<file path="src/rtl/posit_sched_pkg.sv">
// Shared types and helpers for the posit adder scheduler.
// Tag stages are sized for the largest supported requester count (8).
package posit_sched_pkg;

  function automatic int clog2(input int value);
    int r;
    r = 0;
    while ((1 << r) < value) r++;
    return r;
  endfunction

  function automatic int tagw(input int nreq);
    return (clog2(nreq) < 1) ? 1 : clog2(nreq);
  endfunction

  localparam int NREQ_MAX = 8;
  localparam int TAGW     = tagw(NREQ_MAX);

  typedef struct packed {
    logic            v;
    logic [TAGW-1:0] tag;
  } tag_stage_t;

endpackage

</file>
<file path="src/rtl/rr_arbiter.sv">
// Round-robin arbiter: one-hot grant searching from the pointer.
// The pointer moves past the winner whenever advance is asserted.
module rr_arbiter
  import posit_sched_pkg::*;
#(
  parameter  int NREQ = 2,
  localparam int IDXW = tagw(NREQ)
) (
  input  logic            clk,
  input  logic            reset,
  input  logic [NREQ-1:0] req,
  input  logic            advance,
  output logic [NREQ-1:0] grant,
  output logic [IDXW-1:0] winner
);

  logic [IDXW-1:0] ptr;
  int unsigned     idx;
  logic            found;

  always_comb begin
    grant  = '0;
    winner = '0;
    idx    = 0;
    found  = 1'b0;
    for (int unsigned k = 0; k < NREQ; k++) begin
      idx = (32'(ptr) + k) % NREQ;
      if (!found && req[idx]) begin
        grant[idx] = 1'b1;
        winner     = IDXW'(idx);
        found      = 1'b1;
      end
    end
  end

  always_ff @(posedge clk) begin
    if (reset) begin
      ptr <= '0;
    end else if (advance) begin
      ptr <= (winner == IDXW'(NREQ - 1)) ? '0 : winner + 1'b1;
    end
  end

endmodule

</file>
<file path="src/rtl/posit_add_sched.sv">
// Shares one fixed-latency posit adder core between NREQ requesters:
// round-robin issue, tag pipeline tracking, per-requester result registers.
module posit_add_sched
  import posit_sched_pkg::*;
#(
  parameter int N    = 8,
  parameter int es   = 4,
  parameter int NREQ = 2,
  parameter int LAT  = 3
) (
  input  logic              clk,
  input  logic              reset,
  input  logic [NREQ-1:0]   req_valid,
  output logic [NREQ-1:0]   req_ready,
  input  logic [NREQ*N-1:0] req_a,
  input  logic [NREQ*N-1:0] req_b,
  output logic              core_in_valid,
  output logic [N-1:0]      core_a,
  output logic [N-1:0]      core_b,
  input  logic [N-1:0]      core_r,
  output logic [NREQ-1:0]   res_valid,
  input  logic [NREQ-1:0]   res_ready,
  output logic [NREQ*N-1:0] res_data
);

  localparam int IDXW = tagw(NREQ);

  if (es < 0 || es >= N) begin : g_es_range
    $error("posit_add_sched: es must lie in 0..N-1");
  end

  logic [NREQ-1:0] busy;
  logic [NREQ-1:0] eligible;
  logic [NREQ-1:0] grant;
  logic [IDXW-1:0] winner;
  tag_stage_t      pipe [LAT+1];

  // Reset masks eligibility so req_ready reads 0 while reset is held.
  assign eligible  = req_valid & ~busy & {NREQ{~reset}};
  assign req_ready = grant;

  rr_arbiter #(.NREQ(NREQ)) u_arb (
    .clk     (clk),
    .reset   (reset),
    .req     (eligible),
    .advance (|grant),
    .grant   (grant),
    .winner  (winner)
  );

  always_ff @(posedge clk) begin
    if (reset) begin
      core_in_valid <= 1'b0;
      core_a        <= '0;
      core_b        <= '0;
      res_valid     <= '0;
      res_data      <= '0;
      busy          <= '0;
      for (int unsigned s = 0; s <= LAT; s++) pipe[s] <= '0;
    end else begin
      core_in_valid <= |grant;
      if (|grant) begin
        core_a <= req_a[winner*N +: N];
        core_b <= req_b[winner*N +: N];
      end
      pipe[0] <= '{v: |grant, tag: TAGW'(winner)};
      for (int unsigned s = 1; s <= LAT; s++) pipe[s] <= pipe[s-1];
      // Busy covers issue through consumption, so capture and consume never hit one slot together.
      for (int unsigned i = 0; i < NREQ; i++) begin
        if (grant[i]) begin
          busy[i] <= 1'b1;
        end else if (res_valid[i] && res_ready[i]) begin
          busy[i] <= 1'b0;
        end
        if (res_valid[i] && res_ready[i]) res_valid[i] <= 1'b0;
        if (pipe[LAT].v && pipe[LAT].tag == TAGW'(i)) begin
          res_valid[i]       <= 1'b1;
          res_data[i*N +: N] <= core_r;
        end
      end
    end
  end

endmodule

</file>
<file path="config.mk">
export PLATFORM = sky130hd
export DESIGN_NAME = posit_add_sched
export DESIGN_NICKNAME = d
export VERILOG_FILES = /design/src/rtl/posit_sched_pkg.sv /design/src/rtl/rr_arbiter.sv /design/src/rtl/posit_add_sched.sv
export SDC_FILE = /design/constraint.sdc
export NUM_CORES = 1
export LEC_CHECK = 0
export ABC_CLOCK_PERIOD_IN_PS = 2200
export CAP_MARGIN = 20
export CORE_ASPECT_RATIO = 2
export CORE_MARGIN = 2
export CORE_UTILIZATION = 39
export CTS_BUF_LIST = sky130_fd_sc_hd__clkbuf_4 sky130_fd_sc_hd__clkbuf_8
export DETAILED_ROUTE_END_ITERATION = 8
export HOLD_SLACK_MARGIN = 0.05
export PLACE_DENSITY = 0.75
export SETUP_SLACK_MARGIN = 0.02
export SYNTH_ARGS = -nofsm -noshare
export SYNTH_HDL_FRONTEND = slang
export SYNTH_SLANG_ARGS = --single-unit
</file>
<file path="constraint.sdc">
create_clock -name clk -period 2.2 [get_ports clk]
set_clock_uncertainty 0.1 [all_clocks]
set_input_delay 0.66 -clock clk [delete_from_list [all_inputs] [get_ports clk]]
set_output_delay 0.66 -clock clk [all_outputs]
set_load 0.05 [all_outputs]
</file>
Yosys cells after proc, flatten, opt, wreduce, memory -nomap -nowiden
Memories as Yosys holds them, arrays and structs flattened.
Cells that the tools add are included.
Widths: inputs -> output; s select.
- shift-type cells: 2
- reductions and logical operators: 14
- magnitude comparators: 4
- bitwise operators: 9
- add/sub/neg operators: 2
- equal/unequal tests: 1
- mux-type cells: 27
- operators with widths (kind ; count):
    $shiftx 16x5->8 ; 2
    $mux 1 ; 19
    $mux 4 ; 4
    $reduce_bool 2->1 ; 4
    $logic_and 1x1->1 ; 7
    $and 2x2->2 ; 2
    $lt 1x2->1 const B ; 2
    $mux 2 ; 2
    $or 1x1->1 ; 4
    $eq 3x1->1 const B ; 1
    $logic_not 3->1 ; 1
    $add 1x1->1 const B ; 2
    $demux 1 s1 ; 2
    $ge 1x1->1 const B ; 2
    $not 2->2 ; 1
    $or 2x2->2 ; 1
    $reduce_or 2->1 ; 1
    $logic_not 1->1 ; 1
    $not 1->1 ; 1
- memories kept: 1
- RAM bits: 16
- word-level logic and storage cells: 70
- register bits after elaboration: 38
- output and inout port bits: 37
- memories (name ; depth ; width ; rd ports ; clocked after memory_dff ; wr ports ; line ; source):
    pipe ; 4 ; 4 ; 4 ; 0 ; 4 ; posit_add_sched.sv:36 ; tag_stage_t pipe [LAT+1];

Logic depth before layout (Yosys ltp)
Gate-level depths: netlist of the first run.
- depth in word-level cells: 11
- depth in mapped cells: 6
- mapped depth without buffers: 3

By module
A second synthesis of the first run with hierarchy kept.
- cell total of the unflattened synthesis: 186
- area, all modules: 1854.3 um^2
- modules (own cells, without submodules) (module ; area each (um^2) ; cells an instance ; sequential area each (um^2) ; instances):
    posit_add_sched ; 1779.2 ; 179 ; 880.8 ; 1
    rr_arbiter ; 75.1 ; 7 ; 20.0 ; 1

Least setup slack after synthesis of the first run
OpenSTA, ideal clock, no wires.
- kind: input-to-output
- start point: input req_valid[1]
- end point: output req_ready[0]
- setup slack: -1.388 ns
- buffers on the path: 1
- arrival time: 2.828 ns
- stages on the path: 3
- cells stage by stage: nor2b_1 -> buf_2 -> a2111oi_1
- cells in the longest elaborated chain, start to end: 8
- elaborated cells between the ends (all ways): 12
- those cells by class: 7 x mux; 3 x bitwise; 2 x reduce/logical
- RTL lines (item ; line ; source):
    start: declaration ; posit_add_sched.sv:13 ; input logic [NREQ-1:0] req_valid,
    $and 2x2->2 (*) (2 in series) ; posit_add_sched.sv:39 ; assign eligible = req_valid & ~busy & {NREQ{~reset}};
    $mux 1 (not written as such) (2 in series) ; rr_arbiter.sv:28 ; if (!found && req[idx]) begin
    $mux 1 ; rr_arbiter.sv:28 ;
    $logic_not 1->1 ; rr_arbiter.sv:28 ;
    $logic_and 1x1->1 ; rr_arbiter.sv:28 ;
    $mux 2 (*) ; rr_arbiter.sv:28 ;
    end: declaration ; posit_add_sched.sv:14 ; output logic [NREQ-1:0] req_ready,
Mark *: on every way between the ends. The rest lies on a longest branch, timed or not. The select of a mux whose other input is x is not followed.

Worst setup path in the final report of the first run
- start point: input reset
- end point: output req_ready[1]
- cells in the longest elaborated chain, start to end: 8
- elaborated cells between the ends (all ways): 12
- those cells by class: 7 x mux; 3 x bitwise; 2 x reduce/logical
- RTL lines (item ; line ; source):
    start: declaration ; posit_add_sched.sv:12 ; input logic reset,
    $not 1->1 (*) ; posit_add_sched.sv:39 ;
    $and 2x2->2 (*) ; posit_add_sched.sv:39 ;
    $mux 1 (not written as such) (2 in series) ; rr_arbiter.sv:28 ;
    $mux 1 ; rr_arbiter.sv:28 ;
    $logic_not 1->1 ; rr_arbiter.sv:28 ;
    $logic_and 1x1->1 ; rr_arbiter.sv:28 ;
    $mux 2 (*) ; rr_arbiter.sv:28 ;
Marks and branches as above.

==> results.ini, run 1 <==
[routing]
ant_nets=0
vias=1779
drc_errors=0
wire_per_inst_um=14.3
wl_mm=4.92
via_per_inst=5.16
dr.pass1.iters=4
drt_iter0_drc=24

[critical_path]
slowest_delay_ps=410
path_class=in2out
crit_slowest_cell=or3b_4
r2r_slack_ps=510
cp.buffers_inverters=2
critical_path.top_delay_family=simple AND/OR/NAND/NOR gates
path_cells=buf_6, or3b_4, nor2_4, buf_12
cp-end-kind=output port
crit_arrival_ps=1440
r2r-end=core_a[7]$_SDFFE_PP0P_
worstPathRequired_ps=1440
crit_fanout=3
reg2regPathDepth=4
cp-start-kind=input pin
r2r-start=busy[1]$_SDFFE_PP0P_

[synth]
synthCells=207
synth_fp_nets=253
yosys.cell_types.count=23
synth_edf_count=0
synth_simple_gate_area_share_pct=19.0
yosysSeqAreaShare_pct=46.8
synth_compound_area_share_pct=27.9
synth_top_family_by_area=compound AO/OA/AOI/OAI gates
synth_area_sq_um=1920
synth_top_area_share_pct=46.8
ys.flop_type=dfxtp_1
synth_largest_area_cell=dfxtp_1
synth_fa_ha_area_share_pct=0
async_flop_share_pct=0
synthMuxAreaShare_pct=0
synth_area_leaders=dfxtp_1 (47%), o31a_1 (15%), o21a_1 (6.6%)
synth-seq-cells=45
synth_area_per_cell_sq_um=9.30
yosysWarnings=0
synthXorXnorAreaFrac_pct=0

[sta]
hold_ws_ps=345
setup_viol=0
drv_slew=0
period_share_pct=100
rsz0062_at_grt=true
worst_pin_slew_ps=586
fmax_mhz=455
hold_viol=0
maxSlewHeadroom_pct=60.9
period_needed_ps=2200

[hold_path]
worst_hold_path.endpoint=pipe[1][0]$_SDFF_PP0_
min_from=pipe[0][0]$_SDFF_PP0_
hold_path_class=reg2reg
min_path_cells=1

[clock_network]
cts_tree=done
insertion_delay_ps=290
cts-htree-levels=2
cts_root_buf=clkbuf_8
cts.sinks=45
cts_made_buffers=5
path_clk_slew_ps=90
clock_path_buffers=2

[power_and_ir_drop]
leakage_nw=1.10
powerDensity_nw_per_um2=707
ir_drop_v=0.000513

[layout]
nets=333
drive_gt1_share_pct=23.3
syn2layout_area_growth_pct=50.3
diodes=0
stdcell_count=345

[job]
cap_violations=0

[floorplan]
coreArea_sq_um=4820
ios=83
initial_utilization_pct=39.9
fp.dieW_um=53.7
die_h_um=103
std_cell_rows=36
die_area_sq_um=5550

[grt]
grt_pass1_wl_mm=7.80
antenna_found_initial=0
grt_max_degree=34
track_usage_pct=19.1
grt_pass1_vias=1723
overflow=0

[placed_design]
routabilityCongestion=0.706
dp_hpwl_mm=3.61
place_inst=336
io_buffers=82

[status]
status=completed

## state kept, by name, summed over array words and instances, names as in the netlist
signal,count
core_b,8
busy,2
res_data,16
core_a,8
u_arb.ptr,1
pipe,8
res_valid,2
## final cells by class
cell class	count	area [sq um]
clock inverters	2	37.5
flip-flops and latches	45	901
clock buffers	6	82.6
repair buffers	93	846
fillers	420	1930
well taps	57	71.3
multi-input cells	139	943
inverters	3	11.3
## how the worst max path moves through the flow
| stage | cells after the start | slack, ps | from | endpoint |
|---|---|---|---|---|
| after global routing | 4 | -30 | req_valid[1] | req_ready[0] |
| after global placement | 4 | -450 | reset | req_ready[0] |
| after CTS | 4 | -7 | reset | req_ready[1] |
| final | 4 | 0.6 | reset | req_ready[1] |
| after detailed placement | 4 | -440 | reset | req_ready[0] |
| after floorplan | 5 | -250 | reset | req_ready[1] |
## cell usage after synthesis, drive strengths merged (8+ instances only)
cell / number
buf: 11
nor2b: 9
o21a: 17
a21oi: 18
nor3b: 17
dfxtp: 45
nand3: 8
nand2: 26
o31a: 32
clkbuf: 9
## cell families (layout without fill, tap and decap cells)
logic type / after synthesis / in the layout
AND/OR/NAND/NOR: 67 / 67
flip-flops: 45 / 45
buffers and inverters: 23 / 104
AO/OA/AOI/OAI: 72 / 72
## stage by stage
stage               total power (W)  utilization (%)  worst slack [ps]  TNS, ps  area [sq um]
finish                      0.00205             60.0             0.578        0          2890
global route                0.00215             60.0             -32.8    -50.2          2890
CTS                         0.00208             60.0             -6.56    -8.67          2890
detailed placement          0.00142             57.3              -436    -5800          2760
global placement            0.00141             57.3              -448    -5620          2760
floorplan                   0.00122                -              -251     -470          1960
## layout by cell type, fill, tap and decap left out, drive strengths merged
cell | Yosys | routed
a2111oi | 1 | 1
a211oi | 1 | 1
a21boi | 1 | 1
a21oi | 18 | 18
a31o | 1 | 1
buf | 11 | 51
bufinv | 0 | 1
clkbuf | 9 | 6
clkdlybuf4s50 | 0 | 42
clkinvlp | 0 | 1
dfxtp | 45 | 45
inv | 3 | 3
nand2 | 26 | 26
nand2b | 3 | 3
nand3 | 8 | 8
nor2 | 3 | 3
nor2b | 9 | 9
nor3b | 17 | 17
o21a | 17 | 17
o21ai | 1 | 1
o31a | 32 | 32
or3b | 1 | 1
## layer usage
layer	GRT usage, %	share of wire, %	vias to the layer above
met4	7.69	1.7	0
met3	4.17	5.5	7
li1	-	-	899
met1	19.3	38	814
met2	35.8	55	59
met5	0	0	-
## power breakdown
| group | switching [W] | leakage, nW | internal [W] |
|---|---|---|---|
| clock | 0.000278 | 0.0574 | 0.000369 |
| combinational | 0.000279 | 0.669 | 0.000227 |
| sequential | 0.0000308 | 0.370 | 0.000862 |
| total | 0.000588 | 1.10 | 0.00146 |
## what timing repair did
item,4_1_cts,5_1_grt
hold buffers,0,0
buffers inserted,1,0
resized for setup,17,0
pin swaps,3,0
endpoints found under the setup margin,18,2
Power figures use the tool's default switching activity.
==> run 2: changes to the inputs <==
CORE_MARGIN = 1   (was 2)
==> results.ini, run 2 (same netlist as run 1, synthesis figures left out) <==
[status]
status=finished with violations
violations=negative setup slack

[sta]
period_needed_ps=2210  ; +8.24 ps
worst_slack_ps=-7.66  ; -8.24 ps
worst_pin_slew_ps=587  ; +0.883 ps
setup_viol=1  ; +1
drv_slew=0  ; unchanged
hold_viol=0  ; unchanged
tns_ps=-7.66  ; -7.66 ps
rsz0062_at_grt=true
maxSlewHeadroom_pct=60.8  ; about the same
fmax_mhz=453  ; -0.37%
period_share_pct=100  ; +0.37 points

[layout]
regMostFlops=res_data
nFillCells=405  ; -3.6%
regArea_sq_um=901  ; unchanged
layout_common_cells=dfxtp_1 (45), buf_4 (45), clkdlybuf4s50_1 (42)
largest_reg_flops=16  ; unchanged
drive_gt1_share_pct=23.1  ; -0.16 points
diodes=0  ; unchanged
multi_input_area_sq_um=943  ; unchanged
utilization_pct=62.5  ; +2.5 points
syn2layout_area_growth_pct=52.2
nets=335  ; +0.60%

[placed_design]
io_buffers=82  ; unchanged
routabilityCongestion=0.701  ; -0.78%
dp_hpwl_mm=3.72  ; +2.9%

[routing]
ant_nets=0  ; unchanged
via_per_inst=5.24  ; +1.6%
wire_per_inst_um=14.7  ; +2.9%
wl_mm=5.07  ; +2.9%
dr.pass1.iters=4  ; unchanged
drc_errors=0  ; unchanged
drt_iter0_drc=16  ; -33%
vias=1808  ; +1.6%

[critical_path]
crit_fanout=2  ; -1
worstPathRequired_ps=1440  ; about the same
crit_arrival_ps=1450  ; about the same
path_class=in2out
r2r-start=busy[1]$_SDFFE_PP0P_
cp-start-kind=input pin
critPathLaunch=req_valid[1]
r2r-end=core_a[7]$_SDFFE_PP0P_
r2r_slack_ps=360  ; -150 ps
cp-end-kind=output port
critPathCapture=req_ready[0]
reg2regPathDepth=5  ; +1

[power_and_ir_drop]
ir_drop_v=0.000773  ; +51%
powerDensity_nw_per_um2=734  ; +3.7%
leakage_nw=1.12  ; +2.5%

[grt]
track_usage_pct=20.8  ; +1.7 points
grt_pass1_vias=1739  ; +0.93%
grt_pass1_wl_mm=8.16  ; +4.7%
grt_max_degree=34  ; unchanged
overflow=0  ; unchanged
antenna_found_initial=0  ; unchanged

[clock_network]
postCtsHoldBufs=0  ; unchanged
cts_made_buffers=5  ; unchanged
cts_root_buf=clkbuf_8
cts-htree-levels=2  ; unchanged
insertion_delay_ps=290  ; about the same
clock_path_buffers=2  ; unchanged
path_clk_slew_ps=80  ; about the same
cts.sinks=45  ; unchanged
cts_tree=done

[hold_path]
hold_path_class=reg2reg
min_path_cells=1  ; unchanged

[job]
cap_violations=0  ; unchanged

[floorplan]
ios=83  ; unchanged
die_h_um=101  ; -1.9%
fp.dieW_um=51.7  ; -3.7%
std_cell_rows=35  ; -2.8%
die_area_sq_um=5240  ; -5.6%
initial_utilization_pct=41.1  ; +1.1 points
coreArea_sq_um=4690  ; -2.8%

-- run 2: how the worst min path moves through the flow --
stage                                startpoint                     to  slack [ps]
after CTS                 pipe[1][3]$_SDFF_PP0_  pipe[2][3]$_SDFF_PP0_         350
final                     pipe[1][3]$_SDFF_PP0_  pipe[2][3]$_SDFF_PP0_         350
after global routing      pipe[1][3]$_SDFF_PP0_  pipe[2][3]$_SDFF_PP0_         370
after floorplan           pipe[0][0]$_SDFF_PP0_  pipe[1][0]$_SDFF_PP0_         310
after detailed placement  pipe[0][0]$_SDFF_PP0_  pipe[1][0]$_SDFF_PP0_         330
after global placement    pipe[0][0]$_SDFF_PP0_  pipe[1][0]$_SDFF_PP0_         320
-- run 2: area by class of cell --
cell class	instances	share of cell area (%)
Multi-Input combinational cell	139	32.2
Timing Repair Buffer	95	29.6
Inverter	3	0.384
Sequential cell	45	30.8
Clock buffer	5	2.35
Tap cell	55	2.35
Clock inverter	3	2.35
-- run 2: report_power, final --
| group | total (W) | internal [W] | switching, W | leakage, nW |
|---|---|---|---|---|
| sequential | 0.000894 | 0.000862 | 0.0000316 | 0.370 |
| clock | 0.000741 | 0.000457 | 0.000284 | 0.0687 |
| combinational | 0.000514 | 0.000231 | 0.000283 | 0.686 |
| total | 0.00215 | 0.00155 | 0.000599 | 1.12 |
-- run 2: metrics by stage --
stage	total power (W)	instance area, sq um	cells	hold slack (ps)	worst slack (ps)
after global placement	0.00142	2770	335	319	-431
after detailed placement	0.00142	2770	335	329	-450
after global routing	0.00224	2930	345	368	-41.0
after CTS	0.00217	2930	345	352	-15.4
after floorplan	0.00122	1960	207	314	-251
final	0.00215	2930	345	348	-7.66
-- run 2: routing by layer --
| metal | global-route usage [%] | vias up | share of wire (%) |
|---|---|---|---|
| li1 | - | 903 | - |
| met1 | 20.1 | 843 | 36 |
| met2 | 42.0 | 58 | 59 |
| met3 | 3.75 | 4 | 3.9 |
| met4 | 6.24 | 0 | 1.1 |
| met5 | 0 | - | 0 |
-- run 2: critical path, cell delays in order --
cell and delay, ps:
buf_6 90, nor2b_4 120, a2111oi_4 380, buf_12 190
-- run 2: timing repair --
item / in CTS / in global routing
pin swaps: 3 / 0
endpoints found under the setup margin: 20 / 2
buffers inserted: 2 / 0
gates resized for setup: 21 / 0
